===== src/rtl/cdb_arbiter_pkg.sv =====
// Shared definitions for the CDB source-side arbiter.
//   NUM_CDB_SRC / NUM_CDB_SLOT : six completing FU ports, two broadcast slots
//   PR_W / AR_W                : physical / architectural register tag widths
//   SRC_*                      : source index of each FU port on the bus
//   cdb_entry_t                : one queued completion {pr, ar, exc}
`ifndef SD
`define SD
`endif

package cdb_arbiter_pkg;

    localparam int unsigned NUM_CDB_SRC  = 6;
    localparam int unsigned NUM_CDB_SLOT = 2;
    localparam int unsigned PR_W         = 7;
    localparam int unsigned AR_W         = 5;
    localparam int unsigned SRC_W        = 3;

    localparam logic [SRC_W-1:0] SRC_SIM0 = 3'd0;
    localparam logic [SRC_W-1:0] SRC_SIM1 = 3'd1;
    localparam logic [SRC_W-1:0] SRC_MUL0 = 3'd2;
    localparam logic [SRC_W-1:0] SRC_MUL1 = 3'd3;
    localparam logic [SRC_W-1:0] SRC_MEM0 = 3'd4;
    localparam logic [SRC_W-1:0] SRC_MEM1 = 3'd5;

    // Multipliers never raise exceptions; their exception bit is forced to 0.
    localparam logic [NUM_CDB_SRC-1:0] EXC_KEEP_MASK = 6'b110011;

    typedef struct packed {
        logic [PR_W-1:0] pr;
        logic [AR_W-1:0] ar;
        logic            exc;
    } cdb_entry_t;

    // Next source index, wrapping 5 -> 0.
    function automatic logic [SRC_W-1:0] src_wrap_inc(input logic [SRC_W-1:0] idx);
        return (idx == SRC_MEM1) ? SRC_SIM0 : idx + 3'd1;
    endfunction

endpackage


===== src/rtl/cdb_arbiter_if.sv =====
// Bundle of FU-side push signals and the two-wide CDB broadcast outputs.
//   src_valid/src_pr_idx/src_ar_idx/src_exception : per-source push request + payload
//   src_ready                                      : per-source backpressure
//   cdb_valid, cdb_*_tag0/1, cdb_exception0/1,
//   cdb_src0/1                                     : registered broadcast slots
//   overflow                                       : sticky dropped-push flag
// master: FU/consumer side. slave: the arbiter.
interface cdb_arbiter_if;
    import cdb_arbiter_pkg::*;

    logic [NUM_CDB_SRC-1:0]      src_valid;
    logic [NUM_CDB_SRC*PR_W-1:0] src_pr_idx;
    logic [NUM_CDB_SRC*AR_W-1:0] src_ar_idx;
    logic [NUM_CDB_SRC-1:0]      src_exception;
    logic [NUM_CDB_SRC-1:0]      src_ready;

    logic [NUM_CDB_SLOT-1:0]     cdb_valid;
    logic [PR_W-1:0]             cdb_pr_tag0;
    logic [PR_W-1:0]             cdb_pr_tag1;
    logic [AR_W-1:0]             cdb_ar_tag0;
    logic [AR_W-1:0]             cdb_ar_tag1;
    logic                        cdb_exception0;
    logic                        cdb_exception1;
    logic [SRC_W-1:0]            cdb_src0;
    logic [SRC_W-1:0]            cdb_src1;
    logic                        overflow;

    modport master (
        output src_valid, src_pr_idx, src_ar_idx, src_exception,
        input  src_ready,
        input  cdb_valid, cdb_pr_tag0, cdb_pr_tag1, cdb_ar_tag0, cdb_ar_tag1,
        input  cdb_exception0, cdb_exception1, cdb_src0, cdb_src1, overflow
    );

    modport slave (
        input  src_valid, src_pr_idx, src_ar_idx, src_exception,
        output src_ready,
        output cdb_valid, cdb_pr_tag0, cdb_pr_tag1, cdb_ar_tag0, cdb_ar_tag1,
        output cdb_exception0, cdb_exception1, cdb_src0, cdb_src1, overflow
    );

endinterface


===== src/rtl/cdb_src_queue.sv =====
// Two-entry FIFO holding completions from one functional unit.
//   clock, reset (sync, active-high), flush (sync squash)
//   push, push_data : write request; dropped when the queue is full
//   pop, head_data  : oldest entry and its removal strobe
//   count, ready    : occupancy (0..2) and ready = not full, from registered state only
`ifndef SD
`define SD
`endif

module cdb_src_queue
    import cdb_arbiter_pkg::*;
(
    input  logic       clock,
    input  logic       reset,
    input  logic       flush,
    input  logic       push,
    input  cdb_entry_t push_data,
    input  logic       pop,
    output cdb_entry_t head_data,
    output logic [1:0] count,
    output logic       ready
);

    cdb_entry_t mem_q [2];
    logic       head_q;
    logic [1:0] count_q;

    logic push_ok;
    logic pop_ok;
    logic wr_ptr;

    always_comb begin
        ready   = (count_q != 2'd2);
        push_ok = push & ready;
        pop_ok  = pop & (count_q != 2'd0);
        // Tail sits one past head when one entry is held, so a same-cycle
        // push lands behind the entry being popped.
        wr_ptr  = head_q ^ count_q[0];
    end

    assign head_data = mem_q[head_q];
    assign count     = count_q;

    always_ff @(posedge clock) begin
        if (reset) begin
            mem_q[0] <= `SD '0;
            mem_q[1] <= `SD '0;
            head_q   <= `SD 1'b0;
            count_q  <= `SD 2'd0;
        end else if (flush) begin
            head_q   <= `SD 1'b0;
            count_q  <= `SD 2'd0;
        end else begin
            if (push_ok) begin
                mem_q[wr_ptr] <= `SD push_data;
            end
            if (pop_ok) begin
                head_q <= `SD ~head_q;
            end
            case ({push_ok, pop_ok})
                2'b10:   count_q <= `SD count_q + 2'd1;
                2'b01:   count_q <= `SD count_q - 2'd1;
                default: count_q <= `SD count_q;
            endcase
        end
    end

endmodule


===== src/rtl/cdb_arbiter.sv =====
// CDB source-side front end: six per-source queues feeding a round-robin
// two-grant selector whose winners are registered onto the two CDB slots.
//   clock, reset (sync, active-high), flush (sync squash of queues and valids)
//   bus : cdb_arbiter_if.slave carrying push inputs, src_ready, CDB slots, overflow
`ifndef SD
`define SD
`endif

module cdb_arbiter
    import cdb_arbiter_pkg::*;
(
    input  logic         clock,
    input  logic         reset,
    input  logic         flush,
    cdb_arbiter_if.slave bus
);

    cdb_entry_t             push_data [NUM_CDB_SRC];
    cdb_entry_t             head_data [NUM_CDB_SRC];
    logic [1:0]             count     [NUM_CDB_SRC];
    logic [NUM_CDB_SRC-1:0] req;
    logic [NUM_CDB_SRC-1:0] pop;
    logic [NUM_CDB_SRC-1:0] ready;

    for (genvar i = 0; i < NUM_CDB_SRC; i++) begin : g_src
        assign push_data[i] = '{
            pr:  bus.src_pr_idx[PR_W*i +: PR_W],
            ar:  bus.src_ar_idx[AR_W*i +: AR_W],
            exc: bus.src_exception[i] & EXC_KEEP_MASK[i]
        };
        assign req[i] = (count[i] != 2'd0);

        cdb_src_queue u_queue (
            .clock     (clock),
            .reset     (reset),
            .flush     (flush),
            .push      (bus.src_valid[i]),
            .push_data (push_data[i]),
            .pop       (pop[i]),
            .head_data (head_data[i]),
            .count     (count[i]),
            .ready     (ready[i])
        );
    end

    // Round-robin state and registered outputs.
    logic [SRC_W-1:0]        rr_q, rr_d;
    logic                    overflow_q, overflow_d;
    logic [NUM_CDB_SLOT-1:0] cdb_valid_q;
    cdb_entry_t              slot0_q, slot1_q;
    logic [SRC_W-1:0]        src0_q, src1_q;

    // Two-grant selector.
    logic             grant0_vld, grant1_vld;
    logic [SRC_W-1:0] grant0_idx, grant1_idx;
    logic [SRC_W-1:0] scan_idx;

    always_comb begin
        grant0_vld = 1'b0;
        grant1_vld = 1'b0;
        grant0_idx = '0;
        grant1_idx = '0;
        scan_idx   = rr_q;
        // Walk all six sources once, starting at rr_q; first two non-empty win.
        for (int unsigned off = 0; off < NUM_CDB_SRC; off++) begin
            if (req[scan_idx]) begin
                if (!grant0_vld) begin
                    grant0_vld = 1'b1;
                    grant0_idx = scan_idx;
                end else if (!grant1_vld) begin
                    grant1_vld = 1'b1;
                    grant1_idx = scan_idx;
                end
            end
            scan_idx = src_wrap_inc(scan_idx);
        end
    end

    always_comb begin
        pop = '0;
        if (grant0_vld) begin
            pop[grant0_idx] = 1'b1;
        end
        if (grant1_vld) begin
            pop[grant1_idx] = 1'b1;
        end

        if (grant1_vld) begin
            rr_d = src_wrap_inc(grant1_idx);
        end else if (grant0_vld) begin
            rr_d = src_wrap_inc(grant0_idx);
        end else begin
            rr_d = rr_q;
        end

        overflow_d = overflow_q | (|(bus.src_valid & ~ready));
    end

    always_ff @(posedge clock) begin
        if (reset) begin
            rr_q        <= `SD '0;
            overflow_q  <= `SD 1'b0;
            cdb_valid_q <= `SD '0;
            slot0_q     <= `SD '0;
            slot1_q     <= `SD '0;
            src0_q      <= `SD '0;
            src1_q      <= `SD '0;
        end else if (flush) begin
            // Pushes and pops of this cycle are discarded; rr_q and overflow hold.
            cdb_valid_q <= `SD '0;
        end else begin
            rr_q        <= `SD rr_d;
            overflow_q  <= `SD overflow_d;
            cdb_valid_q <= `SD {grant1_vld, grant0_vld};
            if (grant0_vld) begin
                slot0_q <= `SD head_data[grant0_idx];
                src0_q  <= `SD grant0_idx;
            end
            if (grant1_vld) begin
                slot1_q <= `SD head_data[grant1_idx];
                src1_q  <= `SD grant1_idx;
            end
        end
    end

    assign bus.src_ready      = ready;
    assign bus.cdb_valid      = cdb_valid_q;
    assign bus.cdb_pr_tag0    = slot0_q.pr;
    assign bus.cdb_pr_tag1    = slot1_q.pr;
    assign bus.cdb_ar_tag0    = slot0_q.ar;
    assign bus.cdb_ar_tag1    = slot1_q.ar;
    assign bus.cdb_exception0 = slot0_q.exc;
    assign bus.cdb_exception1 = slot1_q.exc;
    assign bus.cdb_src0       = src0_q;
    assign bus.cdb_src1       = src1_q;
    assign bus.overflow       = overflow_q;

endmodule


===== src/flat_wrapper.sv =====
// flat-port wrapper written by rule: the top's interface ports become plain ports
module cdb_arbiter_flat import cdb_arbiter_pkg::*;
  (clock, reset, flush, bus_src_valid, bus_src_pr_idx, bus_src_ar_idx, bus_src_exception, bus_src_ready, bus_cdb_valid, bus_cdb_pr_tag0, bus_cdb_pr_tag1, bus_cdb_ar_tag0, bus_cdb_ar_tag1, bus_cdb_exception0, bus_cdb_exception1, bus_cdb_src0, bus_cdb_src1, bus_overflow);
  cdb_arbiter_if bus_i ();
  input  logic clock;
  input  logic reset;
  input  logic flush;
  input wire logic [$bits(bus_i.src_valid)-1:0] bus_src_valid;
  input wire logic [$bits(bus_i.src_pr_idx)-1:0] bus_src_pr_idx;
  input wire logic [$bits(bus_i.src_ar_idx)-1:0] bus_src_ar_idx;
  input wire logic [$bits(bus_i.src_exception)-1:0] bus_src_exception;
  output wire logic [$bits(bus_i.src_ready)-1:0] bus_src_ready;
  output wire logic [$bits(bus_i.cdb_valid)-1:0] bus_cdb_valid;
  output wire logic [$bits(bus_i.cdb_pr_tag0)-1:0] bus_cdb_pr_tag0;
  output wire logic [$bits(bus_i.cdb_pr_tag1)-1:0] bus_cdb_pr_tag1;
  output wire logic [$bits(bus_i.cdb_ar_tag0)-1:0] bus_cdb_ar_tag0;
  output wire logic [$bits(bus_i.cdb_ar_tag1)-1:0] bus_cdb_ar_tag1;
  output wire logic [$bits(bus_i.cdb_exception0)-1:0] bus_cdb_exception0;
  output wire logic [$bits(bus_i.cdb_exception1)-1:0] bus_cdb_exception1;
  output wire logic [$bits(bus_i.cdb_src0)-1:0] bus_cdb_src0;
  output wire logic [$bits(bus_i.cdb_src1)-1:0] bus_cdb_src1;
  output wire logic [$bits(bus_i.overflow)-1:0] bus_overflow;
  assign bus_i.src_valid = bus_src_valid;
  assign bus_i.src_pr_idx = bus_src_pr_idx;
  assign bus_i.src_ar_idx = bus_src_ar_idx;
  assign bus_i.src_exception = bus_src_exception;
  assign bus_src_ready = bus_i.src_ready;
  assign bus_cdb_valid = bus_i.cdb_valid;
  assign bus_cdb_pr_tag0 = bus_i.cdb_pr_tag0;
  assign bus_cdb_pr_tag1 = bus_i.cdb_pr_tag1;
  assign bus_cdb_ar_tag0 = bus_i.cdb_ar_tag0;
  assign bus_cdb_ar_tag1 = bus_i.cdb_ar_tag1;
  assign bus_cdb_exception0 = bus_i.cdb_exception0;
  assign bus_cdb_exception1 = bus_i.cdb_exception1;
  assign bus_cdb_src0 = bus_i.cdb_src0;
  assign bus_cdb_src1 = bus_i.cdb_src1;
  assign bus_overflow = bus_i.overflow;
  cdb_arbiter u_core (.clock(clock), .reset(reset), .flush(flush), .bus(bus_i));
endmodule

===== config.mk =====
export PLATFORM = sky130hd
export DESIGN_NAME = cdb_arbiter_flat
export DESIGN_NICKNAME = d
export VERILOG_FILES = /design/src/rtl/cdb_arbiter_pkg.sv /design/src/rtl/cdb_arbiter_if.sv /design/src/rtl/cdb_src_queue.sv /design/src/rtl/cdb_arbiter.sv /design/src/flat_wrapper.sv
export SDC_FILE = /design/constraint.sdc
export NUM_CORES = 1
export LEC_CHECK = 0
export BUFFER_PORTS_ARGS = -buffer_cell sky130_fd_sc_hd__buf_2
export CAP_MARGIN = 10
export CORE_MARGIN = 1
export CORE_UTILIZATION = 55
export DETAILED_ROUTE_END_ITERATION = 8
export PLACE_DENSITY = 0.82
export SLEW_MARGIN = 20
export SYNTH_ARGS = -nofsm -noshare
export SYNTH_HDL_FRONTEND = slang
export SYNTH_SLANG_ARGS = --single-unit

===== constraint.sdc =====
create_clock -name clock -period 4.8 [get_ports clock]
set_clock_uncertainty 0.15 [all_clocks]
set_input_delay 0.24 -clock clock [delete_from_list [all_inputs] [get_ports clock]]
set_output_delay 0.24 -clock clock [all_outputs]
set_load 0.05 [all_outputs]

# ---- Yosys cells after proc, flatten, opt, wreduce, memory -nomap -nowiden
# Memories as Yosys holds them, arrays and structs flattened. A register that Yosys moved wholly into a read port is not among the register bits.
# Cells that the tools add are included.
dict set report op_classes {
  n_eq_ne 25
  n_lt_le_gt_ge 12
  addsub 19
  reduce_logical 26
  n_bitwise 31
  mux 136
}
# operator count
set ops {}
lappend ops {{$mux 13} 8}
lappend ops {{$mux 3} 34}
lappend ops {{$bmux 13 s3} 2}
lappend ops {{$mux 1} 74}
lappend ops {{$reduce_or 13->1} 4}
lappend ops {{$lt 3x4->1 const B} 8}
lappend ops {{$reduce_bool 2->1} 13}
lappend ops {{$mux 12} 2}
lappend ops {{$pmux 2 s2} 6}
lappend ops {{$reduce_or 12->1} 2}
lappend ops {{$add 3x1->3 const B} 7}
lappend ops {{$eq 3x3->1 const B} 7}
lappend ops {{$bmux 1 s3} 6}
lappend ops {{$add 2x1->2 const B} 6}
lappend ops {{$and 1x1->1} 12}
lappend ops {{$eq 2x1->1 const B} 6}
lappend ops {{$eq 2x2->1 const B} 6}
lappend ops {{$mux 6} 2}
lappend ops {{$ne 2x2->1 const B} 6}
lappend ops {{$sub 2x1->2 const B} 6}
lappend ops {{$ge 4x4->1 const B} 2}
lappend ops {{$not 3->4} 2}
lappend ops {{$not 1->1} 7}
lappend ops {{$and 6x6->6} 1}
lappend ops {{other kinds (10)} 20}
dict set report totals {
  elab_cells 278
  mem_bits_rw 152
  regBits 56
  mem_count 6
}
# name words width read_ports rd_clocked_by_memory_dff wr line
set mem_list {}
lappend mem_list {{u_core.g_src[0].u_queue.mem_q} 2 13 1 1 2 cdb_src_queue.sv:24} ;# cdb_entry_t mem_q [2];
lappend mem_list {{u_core.g_src[1].u_queue.mem_q} 2 13 1 1 2 cdb_src_queue.sv:24}
lappend mem_list {{u_core.g_src[4].u_queue.mem_q} 2 13 1 1 2 cdb_src_queue.sv:24}
lappend mem_list {{u_core.g_src[5].u_queue.mem_q} 2 13 1 1 2 cdb_src_queue.sv:24}
lappend mem_list {{u_core.g_src[2].u_queue.mem_q} 2 12 1 1 2 cdb_src_queue.sv:24}
lappend mem_list {{u_core.g_src[3].u_queue.mem_q} 2 12 1 1 2 cdb_src_queue.sv:24}

# ---- Depth between registers and ports, before layout
dict set report depth {
  ltp_word 27
  ltp_mapped 17
}

# ---- Cells and area by module
# From an unflattened synthesis, not the netlist that was laid out.
dict set report unflattened {
  hier_cells 1069
  hier_area_um2 12391.9
}
# module cells_each seq_area_each_um2 area_per_inst_um2 instances
set modules_own_cells {}
lappend modules_own_cells {cdb_src_queue 95 860.8 1387.6 6}
lappend modules_own_cells {cdb_arbiter 499 760.7 4066.4 1}

# ---- Least setup slack after synthesis
# OpenSTA, ideal clock, no wires.
dict set report synth_path {
  path_kind {register to register}
  start {reg u_core.rr_q[1]}
  end {reg u_core.g_src[0].u_queue.count_q[1]}
  arrival_time_ps 3430
  n_path_buf 2
  path_stages_with_launch 15
  path_slack_ps 1149
  required_ps 4579
  synth_period_minus_slack_ps 3651
  path_cell_list {dfxtp_1 > buf_6 > or3b_1 > nor4b_4 > o21ai_2 > nand4_1 > a2111o_1 > a31o_1 > o211ai_4 > buf_12 > nor2_4 > o2bb2ai_2 > ha_1 > or3_1 > a21oi_1}
}
dict set report synth_between {
  elab_chain_len 26
  word_cells_on_any_way 86
}
# item line
set synth_rtl {}
lappend synth_rtl {{from (decl)} cdb_arbiter.sv:47} ;# logic [SRC_W-1:0] rr_q, rr_d;
lappend synth_rtl {{from (signal assigned)} cdb_arbiter.sv:101} ;# rr_q <= `SD '0;
lappend synth_rtl {{from (signal assigned)} cdb_arbiter.sv:112} ;# rr_q <= `SD rr_d;
lappend synth_rtl {{parallel branches: the longest is 22 deep, another holds $add 3x1->3} --}
lappend synth_rtl {{$mux 6 (*)} cdb_arbiter.sv:84} ;# if (grant1_vld) begin
lappend synth_rtl {{$and 1x1->1 (*)} cdb_src_queue.sv:35} ;# pop_ok = pop & (count_q != 2'd0);
lappend synth_rtl {{net u_core.g_src[0].u_queue.pop_ok} cdb_src_queue.sv:29} ;# logic pop_ok;
lappend synth_rtl {{$eq 2x1->1 or $eq 2x2->1 (tied branches)} cdb_src_queue.sv:60} ;# case ({push_ok, pop_ok})
lappend synth_rtl {{$pmux 2 s2 or $reduce_bool 2->1 (tied branches)} --}
lappend synth_rtl {{to (signal assigned)} cdb_src_queue.sv:61} ;# 2'b10: count_q <= `SD count_q + 2'd1;
lappend synth_rtl {{to (signal assigned)} cdb_src_queue.sv:62} ;# 2'b01: count_q <= `SD count_q - 2'd1;
lappend synth_rtl {{to (signal assigned)} cdb_src_queue.sv:63} ;# default: count_q <= `SD count_q;
lappend synth_rtl {{to (decl)} cdb_src_queue.sv:26} ;# logic [1:0] count_q;
# Mark *: on every way through the listed nets, which the timed path passes. The select of a mux whose other input is x is not followed.
# A chain may end at the register's enable or synchronous reset.

# ---- Worst setup path in the final report
dict set report layout_path {
  start {reg u_core.rr_q[0]}
  end {reg u_core.g_src[0].u_queue.count_q[1]}
}
# The elaborated chain is that of the path after synthesis.

==> results.toml <==
[logic_synthesis]
synth-simple-area-share_pct = 18.44
syn_area_per_cell_um2 = 11.37
synth-adder-area-share_pct = 0.6357
synth_top_flop_cell = "edfxtp_1"
synth_compound_area_share_pct = 13.29
synth-seq-area-share_pct = 49.16
syn_nets = 1132
ys_ff_latch = 214
synth.distinct_cells = 91
synth-xor-area-share_pct = 1.780
synth_edf_count = 152
synth_top_family_by_area = "simple AND/OR/NAND/NOR gates"
muxShareOfSynthArea_pct = 12.36
synthCells = 1039
async_flop_share_pct = 0
ys_warn_count = 0
syn_area_mm2 = 0.01181

[critical_path]
critPathKind = "reg -> reg"
crit_required_ns = 5.07
cp-end-kind = "register"
cp_num_buf_inv = 1
slowest_delay_ns = 0.69
crit_family = "compound AO/OA/AOI/OAI gates"
cp_cell_sequence = "buf_4 > nor4b_1 > a311o_1 > o221ai_1 > nor4_1 > a32oi_1 > a31o_1 > o211ai_4 > nor2_4 > o2bb2ai_2 > ha_1 > or3_1 > a21oi_1"
arrival_ns = 4.74
startpoint_type = "register"
crit_fanout = 20
crit_slowest_cell = "dfxtp_1"

[drt]
drt_iter0_drc = 878
wl_per_cell_um = 20.76
first_pass_iters = 5
vias = 8899
drc = 0
routed_wl_mm = 31.18
ant_nets = 0
viasPerCell = 5.925

[pwr]
power.density_mw_per_mm2 = 807.9
p_leak_nw = 5.377
ir_worst_vdd_mv = 0.6443
p_total_mw = 11.29

[grt]
grt_overflow = 0
grt_pass1_vias = 8887
grt_pass1_wl_mm = 48.51
gr-usage-all-layers_pct = 28.71
antenna_found_initial = 0
grt_max_degree = 47

[die]
start_util_pct = 56.18
die_area_mm2 = 0.02206
io-pin-count = 128
rows = 53
fp.coreArea_mm2 = 0.02102
die_w_um = 148.5
die_y_um = 148.5

[cells_and_area]
diodes = 0
syn_to_final_growth_pct = 18.29
nets = 1304
drive_above_1_share_pct = 19.72

[sta]
period_share_pct = 93.08
setup_violations = 0
finalMaxSlewViolations = 0
fin_crit_ns = 4.468
fin_tns_setup_ns = 0
hold_viol = 0
fmax_ghz = 0.2238
rsz0062_at_grt = "no"
slew_headroom_pct = 32.12
tightest_slew_ns = 1.018

[job]
drv_cap = 0

[placed_design]
numPortBuffers = 125
dp_hpwl_mm = 21.78
gp_congestion = 0.9682

[clocking]
clock_path_buffers = 3
cts_root_buf = "clkbuf_16"
worstSkewPairLatency_ns = 0.52
htreeDepth = 1
cts.sinks = 214
cts_tree = "yes"
cts_made_buffers = 22
cts_resized = 0
clk_pin_slew_ns = 0.06

[outcome]
status = "finished clean"

[hold_path]
hold_class = "in -> reg"
layer usage:
layer	vias to the layer above	part of all wire [%]	global-route usage, %
met5	-	0	0
met4	0	4.1	11.86
met3	76	6.4	3.067
met2	417	49	49.16
met1	4227	40	37.03
li1	4179	-	-
what timing repair did:
action,in CTS,in global routing
endpoints found under the hold margin,152,0
setup buffers,0,0
hold buffers,76,0
logic make-up after synthesis:
kind of cell	Yosys count
buffers and inverters	88
adders and majority gates	6
xor gates and xnor gates	24
AOI/OAI and AO/OA	199
and+or+nand+nor	364
DFF	214
muxes	144
placed cells by master, fill, tap and decap left out, types with 5 or more instances in the layout:
master,count
mux2i_1,129
edfxtp_1,152
nor2_1,53
or2_2,17
o21ai_0,16
o21ai_1,28
nand2b_1,9
a31oi_1,6
a2bb2oi_1,14
a211oi_1,16
xnor2_1,14
nand3_1,5
or3_1,13
clkbuf_8,6
dlygate4sd3_1,76
dfxtp_1,62
ha_1,6
inv_1,11
mux2_1,12
nand2_1,27
buf_4,24
nor2b_1,18
clkbuf_16,23
a22oi_1,27
nor3b_1,7
xor2_1,10
o211ai_1,6
a21oi_1,26
nor3_1,26
buf_2,125
and2_1,156
sequential cells by signal (all words and copies together), names as in the netlist, named ones only:
register	cells
u_core.g_src.u_queue.mem_q	152
u_core.g_src.u_queue.count	12
u_core.bus.overflow	1
u_core.bus.cdb_ar_tag0	5
u_core.g_src.u_queue.head_q	6
u_core.bus.cdb_src1	3
u_core.bus.cdb_exception0	1
u_core.bus.cdb_pr_tag1	7
u_core.bus.cdb_ar_tag1	5
u_core.bus.cdb_pr_tag0	7
u_core.bus.cdb_src0	3
u_core.bus.cdb_exception1	1
u_core.bus.cdb_valid	2
u_core.rr_q	3
path summary, 6_finish.rpt:
kind,end,cells after the start,from,slack [ns]
min reg2reg,u_core.bus.cdb_src1[2],2,u_core.bus.cdb_src1[2],0.32
max,u_core.g_src[0].u_queue.count[1],13,u_core.rr_q[0],0.33
min,u_core.g_src[0].u_queue.head_q,3,flush,0.09
max reg2reg,u_core.g_src[0].u_queue.count[1],13,u_core.rr_q[0],0.33
tightest hold or removal path, delay by kind of cell:
family                 cells  cell delay, ns
AND/OR/NAND/NOR            1            0.16
multiplexers               1            0.07
buffers and inverters      1            0.20
through the flow:
stage	setup WS (ns)	std cells	hold slack, ns	instance area [um^2]	util, %
2_1_floorplan	1.149	1039	0.2882	11810	-
3_3_place_gp	0.5483	1386	0.2999	12490	59.41
3_5_place_dp	0.4226	1386	0.3021	12490	59.41
4_1_cts	0.4210	1502	0.06584	13970	66.45
5_1_grt	0.02118	1502	0.09805	13970	66.45
6_report	0.3323	1502	0.08616	13970	66.45
report_power, final:
| group | internal (mW) | switching [mW] |
|---|---|---|
| Combinational | 2.76 | 4.34 |
| Sequential | 2.26 | 0.249 |
| Clock | 0.971 | 0.704 |
| Total | 5.99 | 5.29 |
area by class of cell:
cell class / instances / area [um^2]
clock buffer: 33 / 673.1
clock inverter: 7 / 46.29
fill: 1543 / 7052
inverter: 11 / 41.29
multi-input combinational: 737 / 5493
sequential: 214 / 5806
tap: 275 / 344.1
timing repair buffer: 225 / 1567
cells in the mapped netlist (11+ instances only):
| cell | number | share of area [%] |
|---|---|---|
| o21ai_1 | 28 | 1.2 |
| nor3_1 | 26 | 1.1 |
| nor2_1 | 53 | 1.7 |
| or2_2 | 17 | 0.90 |
| a22oi_1 | 27 | 1.7 |
| a21oi_1 | 26 | 1.1 |
| buf_2 | 17 | 0.72 |
| nand2_1 | 27 | 0.86 |
| a211oi_1 | 16 | 1.0 |
| a2bb2oi_1 | 14 | 1.0 |
| edfxtp_1 | 152 | 39 |
| inv_1 | 11 | 0.35 |
| mux2_1 | 12 | 1.1 |
| clkbuf_1 | 38 | 1.2 |
| xnor2_1 | 14 | 1.0 |
| mux2i_1 | 129 | 11 |
| dfxtp_1 | 62 | 11 |
| and2_1 | 156 | 8.3 |
| nor2b_1 | 18 | 0.95 |
| or3_1 | 13 | 0.69 |
| o21ai_0 | 16 | 0.68 |
(Power assumes the default switching activity.)
